**config.mk**
```make
export PLATFORM = sky130hd
export DESIGN_NAME = seg_scan_monitor
export DESIGN_NICKNAME = d
export VERILOG_FILES = /design/src/rtl/seg_pkg.sv /design/src/rtl/seg_pattern_decoder.sv /design/src/rtl/seg_scan_monitor.sv
export SDC_FILE = /design/constraint.sdc
export NUM_CORES = 1
export LEC_CHECK = 0
export BUFFER_PORTS_ARGS = -buffer_cell sky130_fd_sc_hd__buf_4
export CORE_ASPECT_RATIO = 0.5
export CORE_MARGIN = 4
export CORE_UTILIZATION = 45
export CTS_BUF_LIST = sky130_fd_sc_hd__clkbuf_8
export DETAILED_ROUTE_END_ITERATION = 10
export MAX_ROUTING_LAYER = met4
export PLACE_DENSITY_LB_ADDON = 0.08
export SLEW_MARGIN = 20
export SYNTH_ARGS = -nofsm -noshare
export SYNTH_HDL_FRONTEND = slang
export SYNTH_SLANG_ARGS = --single-unit
export TNS_END_PERCENT = 50
```
**constraint.sdc**
```tcl
create_clock -name clk -period 3.24 [get_ports clk]
set_input_delay 0.648 -clock clk [delete_from_list [all_inputs] [get_ports clk]]
set_output_delay 0.648 -clock clk [all_outputs]
set_load 0.01 [all_outputs]
```
**src/rtl/seg_pkg.sv**
```systemverilog
// Shared definitions for the seven-segment scan monitor.
// Holds the 16 active-low segment patterns (bits {g,f,e,d,c,b,a}, lit = 0), the
// digit count, the capture FSM state encoding and two small helpers for the
// one-hot-low digit select.
package seg_pkg;

  localparam int unsigned NumDigits = 6;

  localparam logic [6:0] SegPat0 = 7'h40;
  localparam logic [6:0] SegPat1 = 7'h79;
  localparam logic [6:0] SegPat2 = 7'h24;
  localparam logic [6:0] SegPat3 = 7'h30;
  localparam logic [6:0] SegPat4 = 7'h19;
  localparam logic [6:0] SegPat5 = 7'h12;
  localparam logic [6:0] SegPat6 = 7'h02;
  localparam logic [6:0] SegPat7 = 7'h78;
  localparam logic [6:0] SegPat8 = 7'h00;
  localparam logic [6:0] SegPat9 = 7'h10;
  localparam logic [6:0] SegPatA = 7'h08;
  localparam logic [6:0] SegPatB = 7'h03;
  localparam logic [6:0] SegPatC = 7'h46;
  localparam logic [6:0] SegPatD = 7'h21;
  localparam logic [6:0] SegPatE = 7'h06;
  localparam logic [6:0] SegPatF = 7'h0E;

  typedef enum logic [1:0] {
    StIdle   = 2'd0,
    StSettle = 2'd1,
    StHeld   = 2'd2
  } scan_state_e;

  // True when exactly one select bit is low.
  function automatic logic sel_valid(input logic [NumDigits-1:0] sel);
    logic [NumDigits-1:0] act;
    act = ~sel;
    return (act != '0) && ((act & (act - NumDigits'(1))) == '0);
  endfunction

  // Index of the low select bit; only meaningful when sel_valid() holds.
  function automatic logic [2:0] sel_index(input logic [NumDigits-1:0] sel);
    logic [2:0] idx;
    idx = '0;
    for (int i = 0; i < NumDigits; i++) begin
      if (!sel[i]) idx = 3'(i);
    end
    return idx;
  endfunction

endpackage

```
**src/rtl/seg_pattern_decoder.sv**
```systemverilog
// Inverse seven-segment lookup.
// Ports:
//   pattern - active-low segment pattern {g,f,e,d,c,b,a}
//   value   - decoded hex digit (0 when the pattern is illegal)
//   illegal - pattern matches none of the 16 hex glyphs
module seg_pattern_decoder
  import seg_pkg::*;
(
  input  logic [6:0] pattern,
  output logic [3:0] value,
  output logic       illegal
);

  always_comb begin
    value   = 4'h0;
    illegal = 1'b0;
    case (pattern)
      SegPat0: value = 4'h0;
      SegPat1: value = 4'h1;
      SegPat2: value = 4'h2;
      SegPat3: value = 4'h3;
      SegPat4: value = 4'h4;
      SegPat5: value = 4'h5;
      SegPat6: value = 4'h6;
      SegPat7: value = 4'h7;
      SegPat8: value = 4'h8;
      SegPat9: value = 4'h9;
      SegPatA: value = 4'hA;
      SegPatB: value = 4'hB;
      SegPatC: value = 4'hC;
      SegPatD: value = 4'hD;
      SegPatE: value = 4'hE;
      SegPatF: value = 4'hF;
      default: illegal = 1'b1;
    endcase
  end

endmodule

```
**src/rtl/seg_scan_monitor.sv**
```systemverilog
// Passive monitor for a multiplexed six-digit seven-segment display.
// Samples the scan lines, waits until a digit has been stable for STABLE_CYCLES
// synchronized cycles, decodes it and assembles full six-digit frames.
// Ports:
//   clk, rst_n   - clock, asynchronous active-low reset
//   seg_sel      - digit select, one-hot active-low, digit 0 most significant
//   seg_data     - segment drive, active-low, bit7 = dp
//   cap_valid    - one-cycle pulse per captured digit
//   cap_index    - index of the last captured digit
//   cap_nibble   - decoded value of the last captured digit
//   frame_valid  - one-cycle pulse when all six digits have been seen
//   frame_value  - digit i in bits [23-4i:20-4i]
//   frame_dp     - bit i set when digit i had its dp lit
//   frame_err    - some digit of the reported frame had an illegal pattern
module seg_scan_monitor
  import seg_pkg::*;
#(
  parameter int unsigned STABLE_CYCLES = 16
) (
  input  logic        clk,
  input  logic        rst_n,
  input  logic [5:0]  seg_sel,
  input  logic [7:0]  seg_data,
  output logic        cap_valid,
  output logic [2:0]  cap_index,
  output logic [3:0]  cap_nibble,
  output logic        frame_valid,
  output logic [23:0] frame_value,
  output logic [5:0]  frame_dp,
  output logic        frame_err
);

  localparam int unsigned CntW = $clog2(STABLE_CYCLES + 1);
  localparam logic [CntW-1:0] CntMax = CntW'(STABLE_CYCLES);

  // Synchronizer and one-cycle history of the synchronized {sel, data} word.
  logic [13:0] sync1_q, sync2_q, prev_q;

  always_ff @(posedge clk or negedge rst_n) begin
    if (!rst_n) begin
      sync1_q <= '1;
      sync2_q <= '1;
      prev_q  <= '1;
    end else begin
      sync1_q <= {seg_sel, seg_data};
      sync2_q <= sync1_q;
      prev_q  <= sync2_q;
    end
  end

  logic [5:0] sel_s;
  logic [7:0] data_s;
  assign sel_s  = sync2_q[13:8];
  assign data_s = sync2_q[7:0];

  logic [3:0] dec_value;
  logic       dec_illegal;

  seg_pattern_decoder u_decoder (
    .pattern (data_s[6:0]),
    .value   (dec_value),
    .illegal (dec_illegal)
  );

  // Capture FSM
  scan_state_e     state_q, state_d;
  logic [CntW-1:0] cnt_q, cnt_d;
  logic            cap_fire;
  logic            changed, sel_ok;

  assign changed = (sync2_q != prev_q);
  assign sel_ok  = sel_valid(sel_s);

  always_comb begin
    state_d  = state_q;
    cnt_d    = cnt_q;
    cap_fire = 1'b0;
    unique case (state_q)
      StIdle: begin
        if (sel_ok) begin
          state_d = StSettle;
          cnt_d   = CntW'(1);
        end else begin
          cnt_d = '0;
        end
      end
      StSettle, StHeld: begin
        if (changed) begin
          if (sel_ok) begin
            state_d = StSettle;
            cnt_d   = CntW'(1);
          end else begin
            state_d = StIdle;
            cnt_d   = '0;
          end
        end else if (state_q == StSettle) begin
          if (cnt_q < CntMax) cnt_d = cnt_q + CntW'(1);
          if (cnt_d == CntMax) begin
            state_d  = StHeld;
            cap_fire = 1'b1;
          end
        end
      end
      default: begin
        state_d = StIdle;
        cnt_d   = '0;
      end
    endcase
  end

  always_ff @(posedge clk or negedge rst_n) begin
    if (!rst_n) begin
      state_q <= StIdle;
      cnt_q   <= '0;
    end else begin
      state_q <= state_d;
      cnt_q   <= cnt_d;
    end
  end

  // Per-digit storage and frame assembly
  logic [2:0]                 cap_idx;
  logic [NumDigits-1:0]       seen_q, seen_d, err_q, err_d, dp_q, dp_d;
  logic [NumDigits-1:0][3:0]  nib_q, nib_d;
  logic                       frame_due;
  logic [23:0]                frame_value_d;

  assign cap_idx   = sel_index(sel_s);
  assign frame_due = &seen_q;

  always_comb begin
    // Clearing on the frame cycle first lets a coincident capture land in the next frame.
    seen_d = frame_due ? '0 : seen_q;
    err_d  = frame_due ? '0 : err_q;
    nib_d  = nib_q;
    dp_d   = dp_q;
    if (cap_fire) begin
      seen_d[cap_idx] = 1'b1;
      err_d[cap_idx]  = dec_illegal;
      nib_d[cap_idx]  = dec_value;
      dp_d[cap_idx]   = ~data_s[7];
    end
    frame_value_d = '0;
    for (int i = 0; i < NumDigits; i++) begin
      frame_value_d[23-4*i -: 4] = nib_q[i];
    end
  end

  always_ff @(posedge clk or negedge rst_n) begin
    if (!rst_n) begin
      seen_q      <= '0;
      err_q       <= '0;
      nib_q       <= '0;
      dp_q        <= '0;
      cap_valid   <= 1'b0;
      cap_index   <= '0;
      cap_nibble  <= '0;
      frame_valid <= 1'b0;
      frame_value <= '0;
      frame_dp    <= '0;
      frame_err   <= 1'b0;
    end else begin
      seen_q      <= seen_d;
      err_q       <= err_d;
      nib_q       <= nib_d;
      dp_q        <= dp_d;
      cap_valid   <= cap_fire;
      frame_valid <= frame_due;
      if (cap_fire) begin
        cap_index  <= cap_idx;
        cap_nibble <= dec_value;
      end
      if (frame_due) begin
        frame_value <= frame_value_d;
        frame_dp    <= dp_q;
        frame_err   <= |err_q;
      end
    end
  end

endmodule

```
==> parameters.txt, run 1 <==
Parameter                              Value

Run status
  Outcome    finished, final reports clean

Die
  Core region area    11800 sq um
  Die Y    roughly 86 um
  I/O pin cnt    56
  X dimension of the die    163 um
  Initial core utilization    0.459
  DIE AREA    14000 sq um
  Number of placement rows    28

Logic synthesis
  Number of synthesized register bits    about 130
  Average cell area after synthesis    11.8 sq um
  Yosys warns    0
  Mapped Area    approximately 5400 sq um
  Register area share after synthesis    0.614
  Share of flip-flops with an asynchronous set or reset after synthesis    1.00
  Dominant register cell in the synthesized netlist    sky130_fd_sc_hd__dfrtp_1
  Number of synthesized flops with an enable pin    0
  Number of nets produced by synthesis    around 480
  Top area cells in the synthesized netlist    sky130_fd_sc_hd__dfrtp_1 41%, sky130_fd_sc_hd__dfstp_2 20%, sky130_fd_sc_hd__nand2_1 7.0%
  Top cell type by total area after synthesis    sky130_fd_sc_hd__dfrtp_1
  Post-Synthesis Cells    about 460
  Area fraction of the dominant cell type after synthesis    0.411
  Unique masters post-synth    55

Layout
  Final instance area    ~6500 sq um
  NumNets Final    544
  Fraction of final layout cells sized beyond drive strength 1    0.335
  Commonest cells after routing, fill and taps aside    101 x sky130_fd_sc_hd__nand2_1, 89 x sky130_fd_sc_hd__dfrtp_1, 66 x sky130_fd_sc_hd__buf_4
  Most common library cell in the layout ignoring fill and taps    sky130_fd_sc_hd__nand2_1
  Area Overhead vs Synth    20.2%
  Final antenna diode count    0

Clock network
  Clock edge transition at the registers on the reported setup and hold paths    0.08 ns
  Depth of the CTS H-tree    4
  TritonCTS clock tree    built
  Hold Buf Count CTS    0
  Clock Tree Root    sky130_fd_sc_hd__clkbuf_8
  Setup repair bufs after CTS    0
  Total clock buffers created by CTS    17
  Clock Latency Late Sink    around 0.44 ns
  Maximum clock insertion buffer count    2
  Clock net sink count    131
  Number of cells upsized or downsized after cts    0

Worst setup path
  Worst path required time    3.56 ns
  Endpoint of the lowest-slack register-to-register path    frame_value_d[18]$_DFFE_PN0P_
  R2r setup slk    between 0.3 and 0.4 ns
  Length in cells of the worst reg-to-reg path    5
  Worst Path Max Fanout    15
  Type of origin of the critical path    flip-flop
  Path type of the worst setup path    flip-flop to flip-flop
  Critical R2R Launch    sync2_q[4]$_DFF_PN1_
  Nature of the critical path endpoint    flip-flop
  Crit path DAT    roughly 3.2 ns

Global routing
  Number of global-route vias before repair    3553
  Wire length of the first global-routing pass    18.7 mm
  Leftover overflow at the end of global routing    0
  Largest net degree at the start of global routing    between 50 and 60
  Initial antenna violation count    1
  GRT Resource Usage Total    0.178

STA
  Minimum clock period after layout    approximately 2.9 ns
  Setup_tns    0 ns
  Final WS setup    0.343 ns
  Final setup vio count    0
  Unrepaired setup endpoints after global routing    no
  Final cycle utilization of the critical path    0.894
  Layout Skew    between 0.015 and 0.02 ns
  Relative slew slack    0.431
  Max Freq    approximately 350 MHz
  Number of hold violations in the final report    0
  Max Transition Viols Final    0
  Final hold slack    0.276 ns
  Pin slew with the least headroom to its limit    0.850 ns

Route
  Routed wire length per instance    15.6 um
  Avg Vias per Cell    ~5.0
  Via count    3487
  DRC viols    0
  Pre-Repair DR Iteration Count    4
  Wire length after detailed routing    11.0 mm
  Routed Antenna Nets    0
  Number of violations reported at the end of detailed-routing iteration 0    222

Place
  Final weighted congestion in routability-driven placement    0.782
  Quantity of I/O buffers inserted on ports    55
  Worst Setup Slack post-DPL    roughly 0.33 ns
  HPWL after DPL    7.53 mm
  Cell area after placement    6040 sq um

Worst hold path
  Hold crit path type    input pin to async pin

Power
  Total power per unit cell area    547 nW/um^2
  Peak VDD IR    around 0.24 mV
  Portion of total power attributed to sequential cells    0.485
  Total power    3.56 mW
  Static Leak    approximately 3.1 nW
  Switching power    ~0.84 mW
  Switching power as a share of total power    0.236
  Combinational cell fraction of total power    0.059
  Clock network fraction of total power    0.456
  Cell internal power dissipation    2.72 mW

Run
  Maxcap violations    0
[stage by stage]
step                std cells   util
floorplan                 458      -
global placement          670  0.512
detailed placement        670  0.512
CTS                       702  0.552
global route              702  0.552
finish                    702  0.552
[sequential cells by signal, summed over array words and instances, names as in the netlist]
name and count:
sync2_q 14, frame_dp 6, cap_nibble 4, state_q 2, sync1_q 14, seen_q 6, dp_q 6, err_q 6
frame_err 1, prev_q 14, cap_valid 1, cap_index 3, frame_valid 1, frame_value_d 24, cnt_q 5, frame_value 24
[cells in the mapped netlist, types with 3 or more instances]
library cell               number
sky130_fd_sc_hd__nand2_1      101
sky130_fd_sc_hd__dfrtp_1       89
sky130_fd_sc_hd__dfstp_2       42
sky130_fd_sc_hd__mux2_2        27
sky130_fd_sc_hd__nor2_1        20
sky130_fd_sc_hd__inv_1         16
sky130_fd_sc_hd__clkbuf_1      13
sky130_fd_sc_hd__xnor2_1       13
sky130_fd_sc_hd__a21oi_1       12
sky130_fd_sc_hd__mux2i_1       12
sky130_fd_sc_hd__o21ai_0       12
sky130_fd_sc_hd__nand2b_1       8
sky130_fd_sc_hd__a21o_1         6
sky130_fd_sc_hd__a31oi_1        5
sky130_fd_sc_hd__buf_6          5
sky130_fd_sc_hd__nand4_1        5
sky130_fd_sc_hd__nor3_1         5
sky130_fd_sc_hd__ha_1           4
sky130_fd_sc_hd__nand4b_1       4
sky130_fd_sc_hd__xor2_1         4
sky130_fd_sc_hd__mux2_1         3
sky130_fd_sc_hd__nand3b_1       3
sky130_fd_sc_hd__nor4_4         3
sky130_fd_sc_hd__nor4bb_1       3
sky130_fd_sc_hd__or4_1          3
[worst max-delay path, cell delays in order, from the launching register on]
cell and delay [ns]:
sky130_fd_sc_hd__dfstp_2 0.69, sky130_fd_sc_hd__xnor2_1 0.16, sky130_fd_sc_hd__nand4_1 0.16, sky130_fd_sc_hd__or4_1 0.79, sky130_fd_sc_hd__or4_4 0.65, sky130_fd_sc_hd__mux2_1 0.33
[power groups by stage]
stage | logic, mW | clock network (mW) | registers (mW)
floorplan | 0.135 | 0 | 1.74
global placement | 0.214 | 0 | 1.76
detailed placement | 0.213 | 0 | 1.76
CTS | 0.215 | 1.67 | 1.73
global route | 0.238 | 1.75 | 1.73
finish | 0.211 | 1.63 | 1.73
[per-layer routing]
metal,share of wire,track usage,vias to the layer above,routed length [um]
met2,0.41,0.233,60,4540
met3,0.043,0.0485,5,473
li1,-,-,1691,-
met5,0,-,-,0
met4,0.0047,0.0548,0,51
met1,0.54,0.269,1731,5900
[cell type report]
cell class | count | area (sq um)
fillers | 1043 | 5290
flip-flops and latches | 131 | 3330
multi-input cells | 289 | 1910
repair buffers | 68 | 536
clock buffers | 18 | 248
clock inverters | 14 | 225
well taps | 165 | 206
inverters | 17 | 63.8
[how the worst max path moves through the flow]
stage / slack (ns) / start / endpoint / cells after the start
after global placement: 0.37 / sync2_q[4]$_DFF_PN1_ / frame_value_d[16]$_DFFE_PN0P_ / 5
after floorplan: 0.60 / cnt_q[0]$_DFFE_PN0P_ / frame_value_d[16]$_DFFE_PN0P_ / 7
after CTS: 0.31 / sync2_q[4]$_DFF_PN1_ / frame_value_d[17]$_DFFE_PN0P_ / 5
after detailed placement: 0.33 / sync2_q[4]$_DFF_PN1_ / frame_value_d[18]$_DFFE_PN0P_ / 5
after global routing: 0.13 / sync2_q[4]$_DFF_PN1_ / frame_value_d[17]$_DFFE_PN0P_ / 5
final: 0.34 / sync2_q[4]$_DFF_PN1_ / frame_value_d[18]$_DFFE_PN0P_ / 5
[cell families (layout without fill, tap and decap cells)]
kind of cell / after synthesis / after routing / synth area share
adders and majority gates: 4 / 4 / 0.00923
AOI/OAI and AO/OA: 50 / 50 / 0.0589
buffers and inverters: 38 / 117 / 0.0339
muxes: 43 / 43 / 0.0873
DFF: 131 / 131 / 0.614
xor gates and xnor gates: 18 / 18 / 0.0305
and+or+nand+nor: 174 / 174 / 0.166
No activity file was read; power rests on OpenSTA's default activity.
==> run 2: changes to the inputs <==
--- a/config.mk
+++ b/config.mk
@@ -13,7 +13,8 @@
 export DETAILED_ROUTE_END_ITERATION = 10
 export MAX_ROUTING_LAYER = met4
 export PLACE_DENSITY_LB_ADDON = 0.08
-export SLEW_MARGIN = 20
+export REMOVE_ABC_BUFFERS = 1
+export SLEW_MARGIN = 10
 export SYNTH_ARGS = -nofsm -noshare
 export SYNTH_HDL_FRONTEND = slang
 export SYNTH_SLANG_ARGS = --single-unit
==> run 2 against run 1 <==
Effect of this change:
- clock skew shrank 0.0034 ns
- total power shrank 5.1%
- global-route usage about the same
- design area down 1.0%
- first-iteration DRC count rose by 14%
- setup slack got worse by 0.056 ns
- critical path type unchanged
- maximum frequency fell by 1.9%
- die area stayed put
- sequential power barely moved
==> parameters.txt, run 2 (same netlist as run 1, synthesis figures left out) <==
Parameter                              Value

Run status
  Outcome    finished, final reports clean (unchanged)

Clock network
  Clock Latency Late Sink    0.44 ns (about the same)
  Setup repair bufs after CTS    0 (unchanged)
  TritonCTS clock tree    built (unchanged)
  Maximum clock insertion buffer count    2 (unchanged)
  Hold Buf Count CTS    0 (unchanged)
  Clock edge transition at the registers on the reported setup and hold paths    0.08 ns (about the same)
  Total clock buffers created by CTS    17 (unchanged)
  Clock Tree Root    sky130_fd_sc_hd__clkbuf_8 (unchanged)
  Depth of the CTS H-tree    4 (unchanged)
  Number of cells upsized or downsized after cts    0 (unchanged)
  Clock net sink count    131 (unchanged)

Place
  Cell count after placement    670 (unchanged)
  Final weighted congestion in routability-driven placement    0.757 (was 0.782)
  Quantity of I/O buffers inserted on ports    55 (unchanged)
  Worst Setup Slack post-DPL    0.307 ns (was 0.327 ns)
  HPWL after DPL    7.19 mm (was 7.53 mm)

Worst setup path
  Slowest cell on the critical path    sky130_fd_sc_hd__or4_1 (unchanged)
  Length in cells of the worst reg-to-reg path    5 (unchanged)
  Nature of the critical path endpoint    flip-flop (unchanged)
  Worst path required time    3.55 ns (was 3.56 ns)
  R2r setup slk    0.29 ns (was 0.34 ns)
  Critical path's largest stage delay    0.81 ns (was 0.79 ns)
  Type of origin of the critical path    flip-flop (unchanged)
  Worst Path Max Fanout    16 (was 15)
  Crit-path cells    xnor2_1 -> nand4_1 -> or4_1 -> or4_4 -> mux2_1 (unchanged)
  Path type of the worst setup path    flip-flop to flip-flop (unchanged)
  Crit path DAT    3.27 ns (was 3.22 ns)

Route
  DRC viols    0 (unchanged)
  Pre-Repair DR Iteration Count    4 (unchanged)
  Number of violations reported at the end of detailed-routing iteration 0    252 (was 222)
  Avg Vias per Cell    4.98 (was 4.97)
  Wire length after detailed routing    10.8 mm (was 11.0 mm)
  Via count    3499 (was 3487)
  Routed Antenna Nets    0 (unchanged)
  Routed wire length per instance    15.4 um (was 15.6 um)

STA
  Final setup vio count    0 (unchanged)
  Max Freq    339 MHz (was 345 MHz)
  Unrepaired setup endpoints after global routing    no (unchanged)
  Max Transition Viols Final    0 (unchanged)
  Final cycle utilization of the critical path    0.911 (was 0.894)
  Number of hold violations in the final report    0 (unchanged)
  Pin slew with the least headroom to its limit    0.821 ns (was 0.850 ns)
  Final WS setup    0.287 ns (was 0.343 ns)
  Setup_tns    0 ns (unchanged)
  Relative slew slack    0.449 (was 0.431)
  Minimum clock period after layout    2.95 ns (was 2.90 ns)
  Layout Skew    0.0130 ns (was 0.0164 ns)

Layout
  Fraction of final layout cells sized beyond drive strength 1    0.333 (was 0.335)
  NumNets Final    544 (unchanged)
  Final cell count without fillers    702 (unchanged)
  Final antenna diode count    0 (unchanged)
  Commonest cells after routing, fill and taps aside    101 x sky130_fd_sc_hd__nand2_1, 89 x sky130_fd_sc_hd__dfrtp_1, 67 x sky130_fd_sc_hd__buf_4 (was 101 x sky130_fd_sc_hd__nand2_1, 89 x sky130_fd_sc_hd__dfrtp_1, 66 x sky130_fd_sc_hd__buf_4)
  Most common library cell in the layout ignoring fill and taps    sky130_fd_sc_hd__nand2_1 (unchanged)
  Area Overhead vs Synth    19.0% (was 20.2%)

Power
  Static Leak    3.09 nW (was 3.11 nW)
  Peak VDD IR    0.262 mV (was 0.245 mV)
  Total power per unit cell area    524 nW/um^2 (was 547 nW/um^2)
  Total power    3.38 mW (was 3.56 mW)

Global routing
  Met3 demand-to-capacity share in global routing    0.0374 (was 0.0485)
  Number of global-route vias before repair    3542 (was 3553)
  Met2 track demand over resource in global routing    0.258 (was 0.233)
  Largest net degree at the start of global routing    49 (was 59)
  Initial antenna violation count    0 (was 1)
  Leftover overflow at the end of global routing    0 (unchanged)
  Wire length of the first global-routing pass    18.6 mm (was 18.7 mm)
  GRT Resource Usage Total    0.178 (about the same)
  Met1 track utilization from global routing    0.246 (was 0.269)
  Busiest layer in global routing    met2 (was met1)

Die
  DIE AREA    14000 sq um (unchanged)
  Die Y    85.6 um (unchanged)
  Core region area    11800 sq um (unchanged)
  Number of placement rows    28 (unchanged)
  X dimension of the die    163 um (unchanged)
  Initial core utilization    0.459 (unchanged)
  I/O pin cnt    56 (unchanged)

Worst hold path
  Hold crit path type    input pin to async pin (unchanged)

Run
  Maxcap violations    0 (unchanged)
-- run 2: cell count changes in the layout (fill, tap and decap cells not counted), sizes merged --
cell	change
bufinv	-2
clkinv	+2
clkbuf	+1
inv	-1
-- run 2: where the power goes --
group | internal, mW | switching, mW
combinational | 0.0817 | 0.121
clock | 0.802 | 0.647
sequential | 1.69 | 0.0406
total | 2.57 | 0.808
-- run 2: metal layers --
| layer | up-vias | wire length (um) | share of wire |
|---|---|---|---|
| met2 | 39 | 4940 | 0.46 |
| met4 | 0 | 162 | 0.015 |
| met5 | - | 0 | 0 |
| met1 | 1760 | 5470 | 0.51 |
| met3 | 14 | 238 | 0.022 |
| li1 | 1686 | - | - |
-- run 2: stage by stage --
stage	hold slack [ns]	utilization	cell area, sq um
2_1_floorplan	0.345	-	5300
3_3_place_gp	0.346	0.511	6030
3_5_place_dp	0.347	0.511	6030
6_report	0.214	0.546	6450
4_1_cts	0.227	0.546	6450
5_1_grt	0.246	0.546	6450
-- run 2: path summary, 6_finish.rpt --
check                                startpoint                            end
max                        sync2_q[0]$_DFF_PN1_  frame_value_d[18]$_DFFE_PN0P_
min                                       rst_n           cnt_q[2]$_DFFE_PN0P_
max reg2reg                sync2_q[0]$_DFF_PN1_  frame_value_d[18]$_DFFE_PN0P_
min reg2reg                sync1_q[4]$_DFF_PN1_           sync2_q[4]$_DFF_PN1_
max in group asynchronous                 rst_n            prev_q[7]$_DFF_PN1_
min in group clk                    seg_data[2]           sync1_q[2]$_DFF_PN1_
-- run 2: cell type report --
type / instances / area (sq um)
fillers: 1074 / 5360
flip-flops and latches: 131 / 3330
multi-input cells: 289 / 1910
repair buffers: 68 / 523
clock buffers: 19 / 262
well taps: 165 / 206
clock inverters: 13 / 159
inverters: 17 / 63.8
-- run 2: worst max-delay path: cells and delay by family (launching register included) --
kind | cells | cell delay (ns)
flops | 1 | 0.70
simple gates | 3 | 1.64
mux | 1 | 0.33
xor+xnor | 1 | 0.16
==> run 3: changes to the inputs <==
--- a/config.mk
+++ b/config.mk
@@ -5,6 +5,7 @@
 export SDC_FILE = /design/constraint.sdc
 export NUM_CORES = 1
 export LEC_CHECK = 0
+export ABC_AREA = 1
 export BUFFER_PORTS_ARGS = -buffer_cell sky130_fd_sc_hd__buf_4
 export CORE_ASPECT_RATIO = 0.5
 export CORE_MARGIN = 4
@@ -12,7 +13,7 @@
 export CTS_BUF_LIST = sky130_fd_sc_hd__clkbuf_8
 export DETAILED_ROUTE_END_ITERATION = 10
 export MAX_ROUTING_LAYER = met4
-export PLACE_DENSITY_LB_ADDON = 0.08
+export PLACE_DENSITY = 0.71
 export REMOVE_ABC_BUFFERS = 1
 export SLEW_MARGIN = 10
 export SYNTH_ARGS = -nofsm -noshare
==> run 3 against run 2 <==
Effect of this change:
- area after synthesis rose by 2.3%
- via count increased by 21%
- global-route usage grew 0.35 points
- largest cell class unchanged
==> parameters.txt, run 3 <==
Parameter                              Value

Layout
  Fill cell total of the finished layout    1083 (was 1074)
  Area Overhead vs Synth    19.5% (was 19.0%)
  NumNets Final    734 (was 544)
  Most common library cell in the layout ignoring fill and taps    sky130_fd_sc_hd__nand2_1 (unchanged)
  Final antenna diode count    0 (unchanged)
  Fraction of final layout cells sized beyond drive strength 1    0.212 (was 0.333)
  Commonest cells after routing, fill and taps aside    279 x sky130_fd_sc_hd__nand2_1, 89 x sky130_fd_sc_hd__dfrtp_1, 61 x sky130_fd_sc_hd__buf_4 (was 101 x sky130_fd_sc_hd__nand2_1, 89 x sky130_fd_sc_hd__dfrtp_1, 67 x sky130_fd_sc_hd__buf_4)

Die
  Core region area    11900 sq um (was 11800 sq um)
  X dimension of the die    165 um (was 163 um)
  Number of placement rows    28 (unchanged)
  Initial core utilization    0.465 (was 0.459)
  DIE AREA    14300 sq um (was 14000 sq um)
  I/O pin cnt    56 (unchanged)
  Die Y    86.5 um (was 85.6 um)

Worst setup path
  Type of origin of the critical path    flip-flop (unchanged)
  Nature of the critical path endpoint    flip-flop (unchanged)
  Worst path required time    3.58 ns (was 3.55 ns)
  Critical path's largest stage delay    0.43 ns (was 0.81 ns)
  Crit-path cells    ha_1 -> o21ai_0 -> nand2_1 -> nor2_1 -> nand3b_4 -> nor2_4 -> nand2_1 -> nand2_1 -> nand2_1 (was xnor2_1 -> nand4_1 -> or4_1 -> or4_4 -> mux2_1)
  Number of buffer and inverter stages on the critical path    0 (unchanged)
  Cell type with the highest occurrence count on the critical path    sky130_fd_sc_hd__nand2_1
  Worst Path Max Fanout    16 (unchanged)
  Path type of the worst setup path    flip-flop to flip-flop (unchanged)
  Cell family with the largest share of critical-path delay    simple AND/OR/NAND/NOR gates (unchanged)
  Crit path DAT    2.57 ns (was 3.27 ns)
  Slowest cell on the critical path    sky130_fd_sc_hd__dfrtp_1 (was sky130_fd_sc_hd__or4_1)

Place
  Worst Setup Slack post-DPL    1.03 ns (was 0.307 ns)
  Quantity of I/O buffers inserted on ports    55 (unchanged)
  Final weighted congestion in routability-driven placement    0.841 (was 0.757)
  HPWL after DPL    7.99 mm (was 7.19 mm)

Logic synthesis
  Area fraction of the dominant cell type after synthesis    0.402 (was 0.411)
  Main combinational cell family by area after synthesis    simple AND/OR/NAND/NOR gates (unchanged)
  Number of synthesized register bits    131 (unchanged)
  Average cell area after synthesis    8.55 sq um (was 11.8 sq um)
  Area fraction in compound gates after synthesis    0.0217 (was 0.0589)
  XOR/XNOR Fraction of Synth Area    0.00474 (was 0.0305)
  Top area cells in the synthesized netlist    sky130_fd_sc_hd__dfrtp_1 40%, sky130_fd_sc_hd__dfstp_2 20%, sky130_fd_sc_hd__nand2_1 19% (was sky130_fd_sc_hd__dfrtp_1 41%, sky130_fd_sc_hd__dfstp_2 20%, sky130_fd_sc_hd__nand2_1 7.0%)
  Unique masters post-synth    31 (was 55)
  Area share of and/or/nand/nor cells after synthesis    0.305 (was 0.166)
  Adder-Cell Fraction of Synth Area    0.00903 (was 0.00923)
  Top cell type by total area after synthesis    sky130_fd_sc_hd__dfrtp_1 (unchanged)
  Mapped Area    5540 sq um (was 5420 sq um)
  Top cells by count, synth    279 x sky130_fd_sc_hd__nand2_1, 89 x sky130_fd_sc_hd__dfrtp_1, 57 x sky130_fd_sc_hd__inv_1, 55 x sky130_fd_sc_hd__nand3_1, 51 x sky130_fd_sc_hd__nor2_1 (was 101 x sky130_fd_sc_hd__nand2_1, 89 x sky130_fd_sc_hd__dfrtp_1, 42 x sky130_fd_sc_hd__dfstp_2, 27 x sky130_fd_sc_hd__mux2_2, 20 x sky130_fd_sc_hd__nor2_1)
  Share of flip-flops with an asynchronous set or reset after synthesis    1.00 (unchanged)
  Number of synthesized flops with an enable pin    0 (unchanged)
  Leading cell type by number of instances after synthesis    sky130_fd_sc_hd__nand2_1 (unchanged)
  Register area share after synthesis    0.601 (was 0.614)
  Share of synthesized area spent on multiplexers    0 (was 0.0873)
  Dominant register cell in the synthesized netlist    sky130_fd_sc_hd__dfrtp_1 (unchanged)
  Yosys warns    0 (unchanged)
  Post-Synthesis Cells    648 (was 458)

Clock network
  Number of cells upsized or downsized after cts    0 (unchanged)
  Maximum clock insertion buffer count    2 (unchanged)
  TritonCTS clock tree    built (unchanged)
  Clock net sink count    131 (unchanged)
  Depth of the CTS H-tree    4 (unchanged)
  Clock Tree Root    sky130_fd_sc_hd__clkbuf_8 (unchanged)
  Total clock buffers created by CTS    17 (unchanged)
  Setup repair bufs after CTS    0 (unchanged)
  Clock Latency Late Sink    0.45 ns (was 0.44 ns)
  Hold Buf Count CTS    0 (unchanged)
  Clock edge transition at the registers on the reported setup and hold paths    0.09 ns (was 0.08 ns)

Route
  Number of violations reported at the end of detailed-routing iteration 0    371 (was 252)
  Pre-Repair DR Iteration Count    5 (was 4)
  Avg Vias per Cell    4.74 (was 4.98)
  Via count    4232 (was 3499)
  Routed Antenna Nets    0 (unchanged)
  DRC viols    0 (unchanged)
  Wire length after detailed routing    11.6 mm (was 10.8 mm)
  Routed wire length per instance    13.1 um (was 15.4 um)

STA
  Final WS setup    1.00 ns (was 0.287 ns)
  Final cycle utilization of the critical path    0.690 (was 0.911)
  Setup_tns    0 ns (unchanged)
  Minimum clock period after layout    2.24 ns (was 2.95 ns)
  Final setup vio count    0 (unchanged)
  Pin slew with the least headroom to its limit    0.940 ns (was 0.821 ns)
  Relative slew slack    0.369 (was 0.449)
  Unrepaired setup endpoints after global routing    no (unchanged)
  Max Freq    447 MHz (was 339 MHz)
  Layout Skew    0.0144 ns (was 0.0130 ns)
  Max Transition Viols Final    0 (unchanged)
  Number of hold violations in the final report    0 (unchanged)

Power
  Total power per unit cell area    545 nW/um^2 (was 524 nW/um^2)
  Peak VDD IR    0.308 mV (was 0.262 mV)
  Static Leak    3.64 nW (was 3.09 nW)

Global routing
  Met2 track demand over resource in global routing    0.263 (was 0.258)
  Number of global-route vias before repair    3995 (was 3542)
  GRT Resource Usage Total    0.182 (was 0.178)
  Wire length of the first global-routing pass    19.5 mm (was 18.6 mm)
  Met3 demand-to-capacity share in global routing    0.0542 (was 0.0374)
  Busiest layer in global routing    met2 (unchanged)
  Initial antenna violation count    0 (unchanged)
  Leftover overflow at the end of global routing    0 (unchanged)
  Met1 track utilization from global routing    0.253 (was 0.246)
  Largest net degree at the start of global routing    65 (was 49)

Run status
  Outcome    finished, final reports clean (unchanged)

Run
  Maxcap violations    0 (unchanged)

Worst hold path
  Hold crit path type    input pin to async pin (unchanged)
## run 3: cell count changes after synthesis, sizes merged, moves of 5 or more
cell | previous run | this run
a21o | 6 | 0
inv | 16 | 64
nand2b | 8 | 0
mux2 | 31 | 0
nor2 | 20 | 56
clkbuf | 13 | 6
a21oi | 12 | 2
nand2 | 101 | 281
mux2i | 12 | 0
nand3 | 2 | 56
xnor2 | 14 | 2
a31oi | 5 | 0
## run 3: per-layer routing
layer	share of wire	wire (um)
met2	0.43	5010
met1	0.50	5830
met3	0.060	701
met4	0.0086	100
met5	0	0
## run 3: final cells by class
type | instances | area [sq um] | share of cell area
clock buffers | 17 | 234 | 0.0353
clock inverters | 15 | 244 | 0.0368
inverters | 65 | 244 | 0.0368
multi-input cells | 437 | 1890 | 0.285
flip-flops and latches | 131 | 3330 | 0.503
well taps | 165 | 206 | 0.0312
repair buffers | 62 | 478 | 0.0721
## run 3: path summary, 6_finish.rpt
| kind | from | to | slack, ns | depth (start not counted) |
|---|---|---|---|---|
| worst min-delay path | rst_n | cap_nibble[1]$_DFFE_PN0N_ | 0.30 | 1 |
| worst max-delay path | cnt_q[0]$_DFFE_PN0P_ | frame_value_d[21]$_DFFE_PN0P_ | 1.00 | 9 |
| max in group asynchronous | rst_n | seen_q[1]$_DFF_PN0_ | 2.23 | 2 |
| min in group clk | seg_data[1] | sync1_q[1]$_DFF_PN1_ | 0.31 | 1 |
| worst min register to register | sync1_q[10]$_DFF_PN1_ | sync2_q[10]$_DFF_PN1_ | 0.36 | 0 |
| worst max register to register | cnt_q[0]$_DFFE_PN0P_ | frame_value_d[21]$_DFFE_PN0P_ | 1.00 | 9 |
## run 3: cells by family (layout without fill, tap and decap cells)
group	count (synthesis)	after routing
simple gates	408	408
flops	131	131
buf+inv	80	159
compound gates	22	22
fa+ha+maj	4	4
xor+xnor	3	3
## run 3: per-stage QoR
stage	area [sq um]	hold slack [ns]	utilization	total power [mW]	cells
floorplan	5460	0.345	-	1.88	633
global placement	6150	0.345	0.516	1.97	860
detailed placement	6150	0.347	0.516	1.98	860
CTS	6630	0.283	0.556	3.64	892
global route	6630	0.270	0.556	3.77	892
finish	6630	0.300	0.556	3.61	892
## run 3: where the power goes
group | switching (mW) | internal, mW | total [mW]
Sequential | 0.0313 | 1.69 | 1.72
Combinational | 0.158 | 0.0710 | 0.229
Clock | 0.719 | 0.942 | 1.66
